File: config.mk
export PLATFORM = sky130hd
export DESIGN_NAME = h_cmd_initiator_flat
export DESIGN_NICKNAME = d
export VERILOG_FILES = /design/src/rtl/h_pkg.sv /design/src/rtl/h_cmd_initiator_if.sv /design/src/rtl/h_fifo.sv /design/src/rtl/h_cmd_initiator.sv /design/src/flat_wrapper.sv
export SDC_FILE = /design/constraint.sdc
export NUM_CORES = 1
export LEC_CHECK = 0
export CELL_PAD_IN_SITES_DETAIL_PLACEMENT = 1
export CELL_PAD_IN_SITES_GLOBAL_PLACEMENT = 2
export CORE_UTILIZATION = 40
export DETAILED_ROUTE_END_ITERATION = 8
export PLACE_DENSITY_LB_ADDON = 0.25
export SLEW_MARGIN = 20
export SYNTH_ARGS = -nofsm -noshare
export SYNTH_HDL_FRONTEND = slang
export SYNTH_SLANG_ARGS = --single-unit
File: constraint.sdc
create_clock -name clk -period 3 [get_ports clk]
set_input_delay 0.9 -clock clk [delete_from_list [all_inputs] [get_ports clk]]
set_output_delay 0.9 -clock clk [all_outputs]
set_load 0.005 [all_outputs]
File: src/rtl/h_pkg.sv
`default_nettype none
// ============================================================================
//  Module   : h_pkg
//  Purpose  : Shared types for the hash-table engine h and its command
//             initiator: opcodes, key/value/status types, sequence tag and
//             the response-FIFO entry layout.
//  Revision : 1.0  initial release
// ============================================================================
package h_pkg;

    localparam int K_W        = 8;
    localparam int V_W        = 8;
    localparam int TAG_W_DFLT = 4;

    typedef enum logic [1:0] {
        OP_GET = 2'd0,
        OP_PUT = 2'd1,
        OP_DEL = 2'd2,
        OP_CLR = 2'd3
    } opcode_t;

    typedef enum logic [1:0] {
        ST_OK   = 2'd0,
        ST_MISS = 2'd1,
        ST_FULL = 2'd2,
        ST_ERR  = 2'd3
    } status_t;

    typedef logic [K_W-1:0]        k_t;
    typedef logic [V_W-1:0]        v_t;
    typedef logic [TAG_W_DFLT-1:0] tag_t;

    typedef struct packed {
        status_t status;
        v_t      v;
        tag_t    tag;
    } rsp_ent_t;

endpackage
`default_nettype wire

File: src/rtl/h_cmd_initiator_if.sv
`default_nettype none
// ============================================================================
//  Module   : h_cmd_initiator_if
//  Purpose  : Bundles the four channels around the command initiator:
//             req_*  upstream request (valid/ready)
//             cmd_*  fire-and-forget command to h
//             rsp_*  response beat from h (no backpressure)
//             out_*  in-order tagged response to upstream (valid/ready)
//  Modports : master - the initiator itself; slave - agent + engine side.
//  Revision : 1.0  initial release
// ============================================================================
interface h_cmd_initiator_if #(
    parameter int TAG_W = 4
);
    import h_pkg::*;

    logic             req_vld;
    logic             req_rdy;
    opcode_t          req_opcode;
    k_t               req_k;
    v_t               req_v;

    logic             cmd_vld;
    opcode_t          cmd_opcode;
    k_t               cmd_k;
    v_t               cmd_v;

    logic             rsp_vld;
    status_t          rsp_status;
    v_t               rsp_v;

    logic             out_vld;
    logic             out_rdy;
    status_t          out_status;
    v_t               out_v;
    logic [TAG_W-1:0] out_tag;

    modport master (
        input  req_vld, req_opcode, req_k, req_v,
        output req_rdy,
        output cmd_vld, cmd_opcode, cmd_k, cmd_v,
        input  rsp_vld, rsp_status, rsp_v,
        output out_vld, out_status, out_v, out_tag,
        input  out_rdy
    );

    modport slave (
        output req_vld, req_opcode, req_k, req_v,
        input  req_rdy,
        input  cmd_vld, cmd_opcode, cmd_k, cmd_v,
        output rsp_vld, rsp_status, rsp_v,
        input  out_vld, out_status, out_v, out_tag,
        output out_rdy
    );

endinterface
`default_nettype wire

File: src/rtl/h_fifo.sv
`default_nettype none
// ============================================================================
//  Module   : h_fifo
//  Purpose  : Generic synchronous FIFO, registered storage, head visible
//             combinationally on dout.
//  Ports    : clk, arst_n (async active-low), push/din, pop/dout,
//             full, empty.
//  Revision : 1.0  initial release
// ============================================================================
module h_fifo #(
    parameter int W = 8,
    parameter int N = 4          // power of two, >= 2
) (
    input  wire logic         clk,
    input  wire logic         arst_n,
    input  wire logic         push,
    input  wire logic [W-1:0] din,
    input  wire logic         pop,
    output logic      [W-1:0] dout,
    output logic              full,
    output logic              empty
);
    localparam int           AW       = $clog2(N);
    localparam logic [AW:0]  FULL_CNT = (AW+1)'(N);

    logic [W-1:0]  mem_q [N];
    logic [AW-1:0] wr_q;
    logic [AW-1:0] rd_q;
    logic [AW:0]   cnt_q;

    // Pointers wrap naturally; occupancy carries the extra bit for full.
    always_ff @(posedge clk or negedge arst_n) begin
        if (!arst_n) begin
            wr_q  <= '0;
            rd_q  <= '0;
            cnt_q <= '0;
        end else begin
            if (push) wr_q <= wr_q + 1'b1;
            if (pop)  rd_q <= rd_q + 1'b1;
            case ({push, pop})
                2'b10:   cnt_q <= cnt_q + 1'b1;
                2'b01:   cnt_q <= cnt_q - 1'b1;
                default: cnt_q <= cnt_q;
            endcase
        end
    end

    // Storage needs no reset: nothing reads it while the FIFO is empty.
    always_ff @(posedge clk) begin
        if (push) mem_q[wr_q] <= din;
    end

    assign dout  = mem_q[rd_q];
    assign full  = (cnt_q == FULL_CNT);
    assign empty = (cnt_q == '0);

    a_no_overflow:  assert property (@(posedge clk) disable iff (!arst_n) !(push && full));
    a_no_underflow: assert property (@(posedge clk) disable iff (!arst_n) !(pop && empty));

endmodule
`default_nettype wire

File: src/rtl/h_cmd_initiator.sv
`default_nettype none
// ============================================================================
//  Module   : h_cmd_initiator
//  Purpose  : Drives upstream requests into h's fire-and-forget cmd port,
//             captures every rsp beat and returns responses in order with
//             a sequence tag. A credit counter (in-flight + buffered) caps
//             outstanding work at RSP_DEPTH so no response is ever dropped.
//  Ports    : clk, arst_n (async active-low)
//             bus        - req/cmd/rsp/out channels (master modport)
//             o_inflight - commands issued but not yet responded
//             o_err      - sticky: response arrived with nothing in flight
//  Revision : 1.0  initial release
// ============================================================================
module h_cmd_initiator
    import h_pkg::*;
#(
    parameter int RSP_DEPTH = 4,     // power of two, >= 2
    parameter int TAG_W     = 4
) (
    input  wire logic                           clk,
    input  wire logic                           arst_n,
    h_cmd_initiator_if.master                   bus,
    output logic [$clog2(RSP_DEPTH+1)-1:0]      o_inflight,
    output logic                                o_err
);
    localparam int               CNT_W    = $clog2(RSP_DEPTH+1);
    localparam logic [CNT_W-1:0] CRED_MAX = CNT_W'(RSP_DEPTH);

    typedef struct packed {
        status_t          status;
        v_t               v;
        logic [TAG_W-1:0] tag;
    } ent_t;
    localparam int ENT_W = $bits(ent_t);

    logic [CNT_W-1:0] cred_q, cred_d;
    logic [CNT_W-1:0] infl_q, infl_d;
    logic [TAG_W-1:0] tag_q,  tag_d;
    logic             err_q,  err_d;
    logic             cmd_vld_q;
    opcode_t          cmd_op_q;
    k_t               cmd_k_q;
    v_t               cmd_v_q;

    logic             accept, rsp_take, rsp_stray, ret;
    logic             tag_full, tag_empty;
    logic [TAG_W-1:0] tag_head;
    logic             rsp_full, rsp_empty;
    logic [ENT_W-1:0] rsp_din, rsp_dout;
    ent_t             rsp_head;

    assign bus.req_rdy = (cred_q != CRED_MAX);
    assign accept      = bus.req_vld & bus.req_rdy;
    assign rsp_take    = bus.rsp_vld & (infl_q != '0);
    assign rsp_stray   = bus.rsp_vld & (infl_q == '0);
    assign ret         = bus.out_vld & bus.out_rdy;

    // The full/empty gates below never act: credits keep the tag FIFO from
    // filling and in-flight != 0 implies a tag is queued.
    h_fifo #(.W(TAG_W), .N(RSP_DEPTH)) u_tag_fifo (
        .clk    (clk),
        .arst_n (arst_n),
        .push   (accept & ~tag_full),
        .din    (tag_q),
        .pop    (rsp_take & ~tag_empty),
        .dout   (tag_head),
        .full   (tag_full),
        .empty  (tag_empty)
    );

    assign rsp_din = {bus.rsp_status, bus.rsp_v, tag_head};

    h_fifo #(.W(ENT_W), .N(RSP_DEPTH)) u_rsp_fifo (
        .clk    (clk),
        .arst_n (arst_n),
        .push   (rsp_take & ~rsp_full),
        .din    (rsp_din),
        .pop    (ret),
        .dout   (rsp_dout),
        .full   (rsp_full),
        .empty  (rsp_empty)
    );

    assign rsp_head = rsp_dout;

    // Outputs read as zero while nothing is buffered.
    assign bus.out_vld    = ~rsp_empty;
    assign bus.out_status = rsp_empty ? ST_OK : rsp_head.status;
    assign bus.out_v      = rsp_empty ? '0    : rsp_head.v;
    assign bus.out_tag    = rsp_empty ? '0    : rsp_head.tag;

    always_comb begin
        cred_d = cred_q;
        infl_d = infl_q;
        tag_d  = tag_q;
        err_d  = err_q;

        if (accept) tag_d = tag_q + 1'b1;

        case ({accept, ret})
            2'b10:   cred_d = cred_q + 1'b1;
            2'b01:   cred_d = cred_q - 1'b1;
            default: cred_d = cred_q;
        endcase

        case ({accept, rsp_take})
            2'b10:   infl_d = infl_q + 1'b1;
            2'b01:   infl_d = infl_q - 1'b1;
            default: infl_d = infl_q;
        endcase

        if (rsp_stray) err_d = 1'b1;
    end

    always_ff @(posedge clk or negedge arst_n) begin
        if (!arst_n) begin
            cred_q    <= '0;
            infl_q    <= '0;
            tag_q     <= '0;
            err_q     <= 1'b0;
            cmd_vld_q <= 1'b0;
            cmd_op_q  <= OP_GET;
            cmd_k_q   <= '0;
            cmd_v_q   <= '0;
        end else begin
            cred_q    <= cred_d;
            infl_q    <= infl_d;
            tag_q     <= tag_d;
            err_q     <= err_d;
            cmd_vld_q <= accept;
            if (accept) begin
                cmd_op_q <= bus.req_opcode;
                cmd_k_q  <= bus.req_k;
                cmd_v_q  <= bus.req_v;
            end
        end
    end

    assign bus.cmd_vld    = cmd_vld_q;
    assign bus.cmd_opcode = cmd_op_q;
    assign bus.cmd_k      = cmd_k_q;
    assign bus.cmd_v      = cmd_v_q;
    assign o_inflight     = infl_q;
    assign o_err          = err_q;

    a_rsp_no_overflow: assert property (@(posedge clk) disable iff (!arst_n) !(rsp_take && rsp_full));

endmodule
`default_nettype wire

File: src/flat_wrapper.sv
// flat-port wrapper written by rule: the top's interface ports become plain ports
module h_cmd_initiator_flat import h_pkg::*;
#(
    parameter int RSP_DEPTH = 4,                          
    parameter int TAG_W     = 4
)
  (clk, arst_n, o_inflight, o_err, bus_req_vld, bus_req_opcode, bus_req_k, bus_req_v, bus_req_rdy, bus_cmd_vld, bus_cmd_opcode, bus_cmd_k, bus_cmd_v, bus_rsp_vld, bus_rsp_status, bus_rsp_v, bus_out_vld, bus_out_status, bus_out_v, bus_out_tag, bus_out_rdy);
  h_cmd_initiator_if #(.TAG_W(TAG_W)) bus_i ();
  input  wire logic clk;
  input  wire logic arst_n;
  output logic [$clog2(RSP_DEPTH+1)-1:0] o_inflight;
  output logic o_err;
  input wire logic [$bits(bus_i.req_vld)-1:0] bus_req_vld;
  input wire logic [$bits(bus_i.req_opcode)-1:0] bus_req_opcode;
  input wire logic [$bits(bus_i.req_k)-1:0] bus_req_k;
  input wire logic [$bits(bus_i.req_v)-1:0] bus_req_v;
  output wire logic [$bits(bus_i.req_rdy)-1:0] bus_req_rdy;
  output wire logic [$bits(bus_i.cmd_vld)-1:0] bus_cmd_vld;
  output wire logic [$bits(bus_i.cmd_opcode)-1:0] bus_cmd_opcode;
  output wire logic [$bits(bus_i.cmd_k)-1:0] bus_cmd_k;
  output wire logic [$bits(bus_i.cmd_v)-1:0] bus_cmd_v;
  input wire logic [$bits(bus_i.rsp_vld)-1:0] bus_rsp_vld;
  input wire logic [$bits(bus_i.rsp_status)-1:0] bus_rsp_status;
  input wire logic [$bits(bus_i.rsp_v)-1:0] bus_rsp_v;
  output wire logic [$bits(bus_i.out_vld)-1:0] bus_out_vld;
  output wire logic [$bits(bus_i.out_status)-1:0] bus_out_status;
  output wire logic [$bits(bus_i.out_v)-1:0] bus_out_v;
  output wire logic [$bits(bus_i.out_tag)-1:0] bus_out_tag;
  input wire logic [$bits(bus_i.out_rdy)-1:0] bus_out_rdy;
  assign bus_i.req_vld = bus_req_vld;
  assign bus_i.req_opcode = bus_req_opcode;
  assign bus_i.req_k = bus_req_k;
  assign bus_i.req_v = bus_req_v;
  assign bus_req_rdy = bus_i.req_rdy;
  assign bus_cmd_vld = bus_i.cmd_vld;
  assign bus_cmd_opcode = bus_i.cmd_opcode;
  assign bus_cmd_k = bus_i.cmd_k;
  assign bus_cmd_v = bus_i.cmd_v;
  assign bus_i.rsp_vld = bus_rsp_vld;
  assign bus_i.rsp_status = bus_rsp_status;
  assign bus_i.rsp_v = bus_rsp_v;
  assign bus_out_vld = bus_i.out_vld;
  assign bus_out_status = bus_i.out_status;
  assign bus_out_v = bus_i.out_v;
  assign bus_out_tag = bus_i.out_tag;
  assign bus_i.out_rdy = bus_out_rdy;
  h_cmd_initiator #(.RSP_DEPTH(RSP_DEPTH), .TAG_W(TAG_W)) u_core (.clk(clk), .arst_n(arst_n), .bus(bus_i), .o_inflight(o_inflight), .o_err(o_err));
endmodule
==> run metrics, run 1 <==
number of clock buffers inserted by TritonCTS=17; post-route worst setup slack=0.0945 ns; max frequency=0.344 GHz; number of detailed-routing iterations run before antenna repair=4; max-slew violation count=0; relative slew slack=61.4%; leakage power total=2.54 nW; DR iter-0 viols=83; Congestion Overflow GR=0; Critical Setup Path Class=reg -> out; number of synthesis warnings=0; Layout Area Growth over Synthesis=31.5%; number of global-route vias before repair=2,885; number of placed instances, taps included=495; residual DRC count=0; required time worst endpoint=2.10 ns; via total after detailed routing=2,552; Post-DRT Antenna Nets=0; clock-pin slew on the worst setup and hold paths=0.05 ns; Least-Margin Pin Slew=0.574 ns; per-cell via count in the routed design=4.83; wire length after detailed routing=9020 um; register area share after synthesis=66.7%; startpoint of the worst-slack reg-to-reg timing path=u_core.o_inflight[2]; Antenna Diode Count=0; H-tree level count=4; most used cells in the layout excluding fill and tap cells=sky130_fd_sc_hd__edfxtp_1 (72), sky130_fd_sc_hd__clkdlybuf4s50_1 (58), sky130_fd_sc_hd__dfrtp_1 (43); synthesized area=4890 um2; Placer Congestion=0.720; pin count of the biggest net entering global routing=25; final hold violation count=0; arrival time at the worst endpoint=2.01 ns; portion of the clock cycle consumed by the worst path in the final layout=96.8%; critical path launch point=u_core.u_rsp_fifo.rd_q[0]; Skew-Pair Late Insertion Delay=0.41 ns; total of flip-flops plus latches after synthesis=116; clock skew=0.0139 ns; crit path capture type=output port; Max Root-Sink Buffers=2; TritonCTS clock tree=done; wire per inst=17.1 um; status=finished clean; PwrDens=1080 nW/um2; startpoint types=flop; Maximum Capacitance Violations=0; count of pins on the block boundary=72; CP max FO=4; Sequential Area=3260 um2; share of cells above drive strength 1=23.4%; number of antenna violations at the first check in global routing=0; Min Clock Period, post-route=2.91 ns; clock sinks=116; Fill cells=1,094; full die area=12,700 um2; layout net count=418; leading cell type in the layout, fill and taps excluded=sky130_fd_sc_hd__edfxtp_1; Port Buffer Count=71; setup tns final=0 ns; first-pass GRT wire length=15,000 um; Final setup viols=0; Die Wd=113 um; Core ar.=12,000 um2; footprint of the multi-input gates=1460 um2; count of unique library cells instantiated by Yosys=29; post-synth net total=322; HP Class=reg -> reg; Row Count=40; y dimension of the die=113 um; maximum vdd ir drop=0.442 mV; detailed placer's ending HPWL=6020 um; Avg Inst Size Synth=18.0 um2; starting utilization of the core area=40.9%; CTS Hold Bufs=0; GRT Util Overall=16.0%; RSZ-0062 raised after global routing=no; dpl ws=0.0978 ns; root buf cell=sky130_fd_sc_hd__clkbuf_16; start point of the worst hold path=u_core.cred_q[2]; Final Instance Count excl. Fillers=528; gate count of the mapped netlist=272
area by class of cell:
type | count | area share (%)
timing repair buffer | 86 | 13.1
clock buffer | 19 | 6.73
clock inverter | 13 | 2.45
sequential | 116 | 50.8
inverter | 24 | 1.40
tap | 147 | 2.86
multi-input combinational | 123 | 22.6
Yosys cell counts:
cell type	n	area share, %
sky130_fd_sc_hd__a21o_1	1	0.15
sky130_fd_sc_hd__a31oi_1	1	0.13
sky130_fd_sc_hd__and2_1	19	2.4
sky130_fd_sc_hd__and3_1	1	0.13
sky130_fd_sc_hd__buf_12	2	0.82
sky130_fd_sc_hd__buf_2	1	0.10
sky130_fd_sc_hd__buf_4	1	0.15
sky130_fd_sc_hd__buf_6	2	0.46
sky130_fd_sc_hd__clkbuf_1	3	0.23
sky130_fd_sc_hd__dfrtp_1	44	23
sky130_fd_sc_hd__edfxtp_1	72	44
sky130_fd_sc_hd__fa_1	4	1.6
sky130_fd_sc_hd__ha_1	13	3.3
sky130_fd_sc_hd__inv_1	24	1.8
sky130_fd_sc_hd__mux2_2	3	0.69
sky130_fd_sc_hd__mux2_4	18	5.5
sky130_fd_sc_hd__mux2i_1	4	0.82
sky130_fd_sc_hd__mux4_2	18	8.3
sky130_fd_sc_hd__nand2_8	1	0.41
sky130_fd_sc_hd__nand3_1	3	0.31
sky130_fd_sc_hd__nor2_1	9	0.69
sky130_fd_sc_hd__nor3_1	2	0.20
sky130_fd_sc_hd__nor3b_1	1	0.15
sky130_fd_sc_hd__o311ai_4	1	0.54
sky130_fd_sc_hd__o31ai_1	1	0.15
sky130_fd_sc_hd__or3_1	1	0.13
sky130_fd_sc_hd__or3b_1	1	0.18
sky130_fd_sc_hd__xnor2_1	11	2.0
sky130_fd_sc_hd__xor2_1	10	1.8
final timing paths:
check	end	slack, ns	cells after the start
worst max-delay path	bus_out_v[5]	0.09	4
worst min-delay path	u_core.cred_q[2]	0.46	1
worst max register to register	u_core.u_rsp_fifo.cnt_q[2]	0.63	9
worst min register to register	u_core.cred_q[2]	0.46	1
max in group asynchronous	u_core.u_rsp_fifo.rd_q[1]	1.93	2
min in group asynchronous	u_core.bus.cmd_k[0]	0.48	1
where the power goes:
part | internal [mW] | switching, mW | leakage [nW]
combinational | 1.34 | 0.951 | 1.10
clock | 1.30 | 0.707 | 0.280
sequential | 2.30 | 0.337 | 1.17
kinds of logic (layout without fill, tap and decap cells):
| family | after synthesis | in the layout | synth area share, % |
|---|---|---|---|
| fa+ha+maj | 17 | 17 | 4.96 |
| flops | 116 | 116 | 66.7 |
| xor+xnor | 21 | 21 | 3.76 |
| mux | 43 | 43 | 15.3 |
| buf+inv | 33 | 142 | 3.61 |
| simple gates | 38 | 38 | 4.63 |
| compound gates | 4 | 4 | 0.973 |
worst max-delay path: stages (launching register included):
cell and delay, ns:
sky130_fd_sc_hd__dfrtp_1 0.37, sky130_fd_sc_hd__buf_6 0.14, sky130_fd_sc_hd__mux4_2 0.48, sky130_fd_sc_hd__and2_1 0.16, sky130_fd_sc_hd__clkdlybuf4s50_1 0.44
routing by layer:
metal	part of all wire, %	track usage (%)
met5	0	0
met4	0.63	6.13
met2	52	27.2
met3	4.7	4.75
met1	43	19.2
sequential cells by signal, indices dropped and copies added (netlist names), 3 cells and up:
signal / count
u_core.tag_q: 4
u_core.bus.cmd_k: 8
u_core.cred_q: 3
u_core.o_inflight: 3
u_core.u_tag_fifo.cnt_q: 3
u_core.bus.cmd_v: 8
u_core.u_rsp_fifo.mem_q: 56
u_core.u_rsp_fifo.cnt_q: 3
u_core.u_tag_fifo.mem_q: 16
stage by stage:
step                total power, mW  utilization (%)  hold slack (ns)  instance area [um2]
floorplan                      4.01                -            0.433                 4890
CTS                            7.06             53.7            0.463                 6420
global route                   7.37             53.7            0.481                 6430
detailed placement             5.04             48.8            0.452                 5840
global placement               4.95             48.8            0.443                 5840
finish                         6.94             53.7            0.463                 6430
timing repair:
item / 4_1_cts / 5_1_grt
setup buffers: 0 / 1
endpoints found under the setup margin: 14 / 2
resized for setup: 14 / 1
cloned: 0 / 0
No activity file was read; power rests on OpenSTA's default activity.
==> run 2, diff against run 1 <==
--- a/config.mk
+++ b/config.mk
@@ -5,9 +5,10 @@
 export SDC_FILE = /design/constraint.sdc
 export NUM_CORES = 1
 export LEC_CHECK = 0
+export ABC_AREA = 1
 export CELL_PAD_IN_SITES_DETAIL_PLACEMENT = 1
 export CELL_PAD_IN_SITES_GLOBAL_PLACEMENT = 2
-export CORE_UTILIZATION = 40
+export CORE_UTILIZATION = 35
 export DETAILED_ROUTE_END_ITERATION = 8
 export PLACE_DENSITY_LB_ADDON = 0.25
 export SLEW_MARGIN = 20
==> run metrics, run 2 <==
count of unique library cells instantiated by Yosys=25 (was 29); Antenna Diode Count=0 (unchanged); Least-Margin Pin Slew=0.643 ns (was 0.574 ns); gate count of the mapped netlist=502 (was 272); register name with the most flops=u_core.u_rsp_fifo.mem_q (unchanged); Final setup viols=0 (unchanged); TritonCTS clock tree=done (unchanged); most frequent cells after synthesis=sky130_fd_sc_hd__nand2_1 (182), sky130_fd_sc_hd__edfxtp_1 (72), sky130_fd_sc_hd__inv_1 (72) (was sky130_fd_sc_hd__edfxtp_1 (72), sky130_fd_sc_hd__dfrtp_1 (44), sky130_fd_sc_hd__inv_1 (24)); GRT Util Overall=17.2% (was 16.0%); leakage power total=3.02 nW (was 2.54 nW); wire length after detailed routing=11,500 um (was 9020 um); biggest regs=u_core.u_rsp_fifo.mem_q: 56 flops, u_core.u_tag_fifo.mem_q: 16 flops (unchanged); portion of the clock cycle consumed by the worst path in the final layout=95.9% (was 96.8%); Skew-Pair Late Insertion Delay=0.41 ns (about the same); Min Clock Period, post-route=2.88 ns (was 2.91 ns); arrival time at the worst endpoint=1.98 ns (was 2.01 ns); relative slew slack=57.1% (was 61.4%); DR iter-0 viols=86 (was 83); Port Buffer Count=71 (unchanged); Row Count=43 (was 40); Maximum Capacitance Violations=0 (unchanged); root buf cell=sky130_fd_sc_hd__clkbuf_16 (unchanged); total of flip-flops plus latches after synthesis=116 (unchanged); grt met1 use=18.3% (was 19.2%); layout net count=644 (was 418); Max Root-Sink Buffers=2 (unchanged); per-cell via count in the routed design=4.58 (was 4.83); register area share after synthesis=64.1% (was 66.7%); max frequency=0.348 GHz (was 0.344 GHz); Die Wd=123 um (was 113 um); hold_ws=0.477 ns (was 0.463 ns); Placer Congestion=0.709 (was 0.720); PwrDens=1100 nW/um2 (was 1080 nW/um2); largest area contributor in the netlist=sky130_fd_sc_hd__edfxtp_1 (unchanged); Avg Inst Size Synth=10.1 um2 (was 18.0 um2); Congestion Overflow GR=0 (unchanged); met3 demand-to-capacity share in global routing=5.07% (was 4.75%); max-slew violation count=0 (unchanged); full die area=15,000 um2 (was 12,700 um2); highest-utilization routing layer at the global route stage=met2 (unchanged); count of pins on the block boundary=72 (unchanged); number of clock buffers inserted by TritonCTS=17 (unchanged); status=finished clean (unchanged); most area-consuming cells after synthesis=sky130_fd_sc_hd__edfxtp_1 (42%), sky130_fd_sc_hd__dfrtp_1 (22%), sky130_fd_sc_hd__nand2_1 (13%) (was sky130_fd_sc_hd__edfxtp_1 (44%), sky130_fd_sc_hd__dfrtp_1 (23%), sky130_fd_sc_hd__mux4_2 (8.3%)); CTS Hold Bufs=0 (unchanged); first-pass GRT wire length=19,200 um (was 15,000 um); dominant synthesized flop cell=sky130_fd_sc_hd__edfxtp_1 (unchanged); Layout Area Growth over Synthesis=31.9% (was 31.5%); cell with the most instances after synthesis=sky130_fd_sc_hd__nand2_1 (was sky130_fd_sc_hd__edfxtp_1); pin count of the biggest net entering global routing=31 (was 25); clock-pin slew on the worst setup and hold paths=0.05 ns (about the same); clock skew=0.00676 ns (was 0.0139 ns); Core ar.=14,000 um2 (was 12,000 um2); number of antenna violations at the first check in global routing=0 (unchanged); starting utilization of the core area=36.2% (was 40.9%); required time worst endpoint=2.10 ns (about the same); leading cell type in the layout, fill and taps excluded=sky130_fd_sc_hd__nand2_1 (was sky130_fd_sc_hd__edfxtp_1); synthesized area=5090 um2 (was 4890 um2); final hold violation count=0 (unchanged); HP Class=reg -> reg (unchanged); H-tree level count=4 (unchanged); most used cells in the layout excluding fill and tap cells=sky130_fd_sc_hd__nand2_1 (182), sky130_fd_sc_hd__edfxtp_1 (72), sky130_fd_sc_hd__inv_1 (71) (was sky130_fd_sc_hd__edfxtp_1 (72), sky130_fd_sc_hd__clkdlybuf4s50_1 (58), sky130_fd_sc_hd__dfrtp_1 (43)); share of cells above drive strength 1=9.06% (was 23.4%); maximum vdd ir drop=0.418 mV (was 0.442 mV); RSZ-0062 raised after global routing=no (unchanged); CP max FO=9 (was 4); residual DRC count=0 (unchanged); number of synthesis warnings=0 (unchanged); y dimension of the die=123 um (was 113 um); area fraction of the dominant cell type after synthesis=42.5% (was 44.2%); crit path capture type=output port (unchanged); met2 track demand over resource=31.5% (was 27.2%); post-synth net total=552 (was 322); Final Total Pwr=7.36 mW (was 6.94 mW); ys async rst share=37.9% (unchanged); via total after detailed routing=3,607 (was 2,552); detailed placer's ending HPWL=7780 um (was 6020 um); Post-synth EDFFs=72 (unchanged); setup tns final=0 ns (unchanged); Largest register FFs=56 (unchanged); clock sinks=116 (unchanged); Critical Setup Path Class=reg -> out (unchanged); number of detailed-routing iterations run before antenna repair=3 (was 4); Post-DRT Antenna Nets=0 (unchanged); wire per inst=14.7 um (was 17.1 um); startpoint types=flop (unchanged); number of global-route vias before repair=3,905 (was 2,885)
run 2: cell types whose count changed in the layout (fill, tap and decap cells not counted), moves of 12 or more:
| cell | previous run | this run |
|---|---|---|
| sky130_fd_sc_hd__nand2_1 | 0 | 182 |
| sky130_fd_sc_hd__a21oi_1 | 0 | 13 |
| sky130_fd_sc_hd__o21ai_0 | 0 | 14 |
| sky130_fd_sc_hd__dlygate4sd2_1 | 12 | 0 |
| sky130_fd_sc_hd__nand3_1 | 3 | 23 |
| sky130_fd_sc_hd__inv_1 | 24 | 71 |
| sky130_fd_sc_hd__mux2_4 | 18 | 0 |
| sky130_fd_sc_hd__and2_1 | 19 | 0 |
| sky130_fd_sc_hd__clkdlybuf4s50_1 | 58 | 70 |
| sky130_fd_sc_hd__mux4_2 | 18 | 0 |
run 2: layout make-up:
class / count / area, um2
inverter: 75 / 287
sequential: 116 / 3260
clock inverter: 14 / 190
multi-input combinational: 295 / 1460
tap: 180 / 225
clock buffer: 18 / 429
timing repair buffer: 89 / 853
fill: 1543 / 7330
run 2: path summary, 6_finish.rpt:
check | slack (ns) | endpoint | cells past startpoint | startpoint
max in group asynchronous | 1.88 | u_core.u_rsp_fifo.rd_q[0] | 2 | arst_n
setup / recovery | 0.12 | bus_out_tag[3] | 7 | u_core.u_rsp_fifo.rd_q[0]
hold reg to reg | 0.48 | u_core.u_rsp_fifo.cnt_q[1] | 2 | u_core.u_rsp_fifo.cnt_q[1]
hold / removal | 0.48 | u_core.u_rsp_fifo.cnt_q[1] | 2 | u_core.u_rsp_fifo.cnt_q[1]
min in group asynchronous | 0.52 | u_core.bus.cmd_v[5] | 1 | arst_n
setup reg to reg | 1.04 | u_core.u_tag_fifo.cnt_q[2] | 11 | u_core.o_inflight[0]
run 2: cell families (layout without fill, tap and decap cells):
group / Yosys count / in the layout / share of synthesized area [%]
buffers and inverters: 91 / 196 / 7.30
adders and majority gates: 17 / 17 / 4.77
xor gates and xnor gates: 11 / 11 / 1.89
and+or+nand+nor: 234 / 234 / 18.5
AOI/OAI and AO/OA: 33 / 33 / 3.39
DFF: 116 / 116 / 64.1
run 2: power breakdown:
part           internal [mW]  switching (mW)  total (mW)  leakage (nW)
sequential              2.29           0.295        2.58          1.19
clock                   1.45           0.684        2.14         0.307
combinational           1.21            1.43        2.64          1.52
total                   4.95            2.41        7.36          3.02
run 2: what timing repair did:
action	4_1_cts	5_1_grt
cloned	0	0
gates resized for setup	2	7
setup endpoints to repair	2	10
buffers inserted	0	2
run 2: worst max-delay path, cell delays in order (launching register included):
cell and delay, ns:
sky130_fd_sc_hd__dfrtp_2 0.44, sky130_fd_sc_hd__clkinv_4 0.09, sky130_fd_sc_hd__buf_4 0.16, sky130_fd_sc_hd__nand2_1 0.06
sky130_fd_sc_hd__nand2_1 0.06, sky130_fd_sc_hd__nand2_1 0.05, sky130_fd_sc_hd__a21oi_1 0.18, sky130_fd_sc_hd__clkdlybuf4s50_1 0.53
run 2: metrics by stage:
stage          instances  utilization, %  setup WS, ns  area, um2
6_report             787            47.8         0.124       6710
5_1_grt              787            47.8       0.00882       6710
4_1_cts              785            47.5        0.0179       6680
3_5_place_dp         753            43.1         0.139       6050
3_3_place_gp         753            43.1         0.235       6050
2_1_floorplan        502               -         0.624       5090
run 2: routing by layer:
layer  vias up  part of all wire [%]
li1       1775                     -
met1      1752                    41
met2        65                    53
met3        15                   4.7
met4         0                   1.6
met5         -                     0
==> edit, RTL diff (settings of run 1) <==
`TAG_W` is set to 4 in 3 places; all go to 5.
--- a/src/rtl/h_cmd_initiator_if.sv
+++ b/src/rtl/h_cmd_initiator_if.sv
@@ -10,7 +10,7 @@
 //  Revision : 1.0  initial release
 // ============================================================================
 interface h_cmd_initiator_if #(
-    parameter int TAG_W = 4
+    parameter int TAG_W = 5
 );
     import h_pkg::*;
 
--- a/src/rtl/h_cmd_initiator.sv
+++ b/src/rtl/h_cmd_initiator.sv
@@ -15,7 +15,7 @@
     import h_pkg::*;
 #(
     parameter int RSP_DEPTH = 4,     // power of two, >= 2
-    parameter int TAG_W     = 4
+    parameter int TAG_W     = 5
 ) (
     input  wire logic                           clk,
     input  wire logic                           arst_n,
--- a/src/flat_wrapper.sv
+++ b/src/flat_wrapper.sv
@@ -2,7 +2,7 @@
 module h_cmd_initiator_flat import h_pkg::*;
 #(
     parameter int RSP_DEPTH = 4,                          
-    parameter int TAG_W     = 4
+    parameter int TAG_W     = 5
 )
   (clk, arst_n, o_inflight, o_err, bus_req_vld, bus_req_opcode, bus_req_k, bus_req_v, bus_req_rdy, bus_cmd_vld, bus_cmd_opcode, bus_cmd_k, bus_cmd_v, bus_rsp_vld, bus_rsp_status, bus_rsp_v, bus_out_vld, bus_out_status, bus_out_v, bus_out_tag, bus_out_rdy);
   h_cmd_initiator_if #(.TAG_W(TAG_W)) bus_i ();
Ports: changed (resized bus_out_tag); port bits go from 72 to 73. The function was not compared with the original's and may differ.
==> edit against run 1 <==
  * Highest routed layer unchanged
  * Combinational power increased by 8%
  * First-iteration DRC count increased by 30%
  * Setup slack improved by 0.0083 ns
  * Die area increased by 6.9%
  * Sequential cell count increased by 9
  * Power increased by 7.9%
  * Core utilization increased by 0.97 points
  * Area after synthesis increased by 7.1%
  * Cell count increased by 9.8%
  * Via count increased by 6.9%
  * Routed wire length increased by 2.7%
  * Cell area increased by 7.8%
  * Critical path type unchanged
==> edit: results (changes against run 1) <==
Clk root buf: clkbuf_16
Total iterations of the first detailed-routing run: 6 (+2)
FFs w/ async S/R, synth: 36.00% (-1.9 points)
Area contributors post-synth: edfxtp_1 46%, dfrtp_1 22%, mux4_2 8.6%
Largest registers: u_core.u_rsp_fifo.mem_q: 60 flops, u_core.u_tag_fifo.mem_q: 20 flops
Final WL: 9.264 mm (+2.7%)
EDFF count, synth: 80 (+11%)
Post-Syn Nets: 340 (+5.6%)
CP peak stage delay: 0.49 ns
Sequential area share after synthesis: 67.40% (+0.66 points)
Via count: 2727 (+6.9%)
Critical R2R Launch: u_core.cred_q[0]
Top Family by Delay on Critical Path: buffers and inverters
Global Route Usage Sum: 15.62% (-0.35 points)
Clock Path Buffers: 2 (unchanged)
Status: finished clean
Max-slew headroom: 62.32% (+0.90 points)
Grt total ovfl: 0 (unchanged)
DRT iter0 DRCs: 108 (+30%)
CTS Buf Count: 17 (unchanged)
Reg2Reg Depth: 8 (-1)
H-tree levels: 4 (unchanged)
Layout net count: 445 (+6.5%)
Worst Path Max Fanout: 7 (+3)
Clock Pin Slew Worst Setup and Hold Paths: 0.06 ns
Clk_lat worst skew: 0.41 ns (about the same)
Worst EP arrival: 2.00 ns
Largest net degree at the start of global routing: 46 (+84%)
Yosys cell types: 31 (+6.9%)
GP Congestion: 0.6911 (-4.0%)
Final-report hold violation count: 0 (unchanged)
Max rail drop VDD: 442.1 uV (+0.13%)
Primary FF master, synth: edfxtp_1
Setup TNS: 0 ns (unchanged)
Pre-CTS WS: 0.1228 ns (+0.02501 ns)
Top post-synthesis cells by count: 80 x edfxtp_1, 45 x dfrtp_1, 24 x inv_1
DP HPWL: 6.158 mm (+2.3%)
Initial antenna violation count: 0 (unchanged)
Clock Skew: 0.008485 ns (-0.005428 ns)
Share of post-route cells with drive strength above 1: 24.51% (+1.2 points)
Setup slack, reg-to-reg: 0.70 ns (+0.07 ns)
First-pass GRT wire length: 15.25 mm (+1.9%)
Net Sw Frac: 27.36% (-1.4 points)
Vias in the first global route: 3059 (+6.0%)
Min-delay worst type: in2async
Slowest cell on the critical path: mux4_2
Leak: 0.002742 uW (+7.8%)
IO buf count: 72 (+1.4%)
R2r endpoint: u_core.u_tag_fifo.cnt_q[2]
Yosys warns: 0 (unchanged)
Antenna cells: 0 (unchanged)
-- edit: timing repair --
action / 4_1_cts / 5_1_grt
hold buffers: 0 / 0
gates resized for setup: 19 / 2
pin swaps: 0 / 0
setup endpoints to repair: 15 / 3
buffers inserted: 11 / 3
cloned: 1 / 0
-- edit: area by class of cell --
type / instances / area, sq um
multi-input combinational: 130 / 1528
fill: 1192 / 5738
inverter: 24 / 90.09
clock inverter: 13 / 196.4
sequential: 125 / 3531
timing repair buffer: 97 / 939.7
clock buffer: 19 / 432.9
tap: 172 / 215.2
-- edit: how the worst max path moves through the flow --
| stage | startpoint | end | slack, ns | cells past startpoint |
|---|---|---|---|---|
| 3_5_place_dp | bus_rsp_vld | u_core.u_tag_fifo.cnt_q[2] | 0.12 | 9 |
| 3_3_place_gp | bus_rsp_vld | u_core.u_tag_fifo.cnt_q[2] | 0.17 | 9 |
| 4_1_cts | u_core.u_rsp_fifo.rd_q[0] | bus_out_tag[2] | 0.01 | 5 |
| 6_report | u_core.u_rsp_fifo.rd_q[0] | bus_out_tag[2] | 0.10 | 5 |
| 2_1_floorplan | bus_rsp_vld | u_core.u_rsp_fifo.cnt_q[2] | 0.68 | 9 |
| 5_1_grt | u_core.u_rsp_fifo.rd_q[0] | bus_out_status[0] | 0.009 | 5 |
-- edit: cells by family after synthesis --
| logic type | Yosys count | share of synthesized area (%) |
|---|---|---|
| XOR/XNOR | 22 | 3.681 |
| adder cells (fa/ha/maj) | 17 | 4.637 |
| AND/OR/NAND/NOR | 42 | 4.732 |
| buffers and inverters | 35 | 3.561 |
| AO/OA/AOI/OAI | 5 | 1.004 |
| flip-flops | 125 | 67.40 |
| multiplexers | 44 | 14.99 |
-- edit: layer usage --
layer | wire length [um] | vias up | track usage (%)
li1 | - | 1255 | -
met1 | 3721 | 1392 | 17.16
met2 | 4928 | 69 | 27.50
met3 | 471 | 11 | 5.034
met4 | 143 | 0 | 7.179
met5 | 0 | - | 0
-- edit: power groups by stage --
stage / registers (uW) / clock network (uW) / logic, uW
floorplan: 2730 / 0 / 1570
finish: 2840 / 2160 / 2480
CTS: 2860 / 2200 / 2500
global placement: 2840 / 0 / 2380
global route: 2920 / 2270 / 2770
detailed placement: 2880 / 0 / 2430
-- edit: stage by stage --
| step | hold WS [ns] | instance area [sq um] | cells | utilization, % | total power (uW) |
|---|---|---|---|---|---|
| 2_1_floorplan | 0.4328 | 5235 | 290 | - | 4297 |
| 3_3_place_gp | 0.4491 | 6170 | 533 | 48.69 | 5223 |
| 3_5_place_dp | 0.4492 | 6170 | 533 | 48.69 | 5310 |
| 4_1_cts | 0.4592 | 6898 | 577 | 54.44 | 7568 |
| 5_1_grt | 0.4730 | 6933 | 580 | 54.72 | 7960 |
| 6_report | 0.4589 | 6933 | 580 | 54.72 | 7487 |
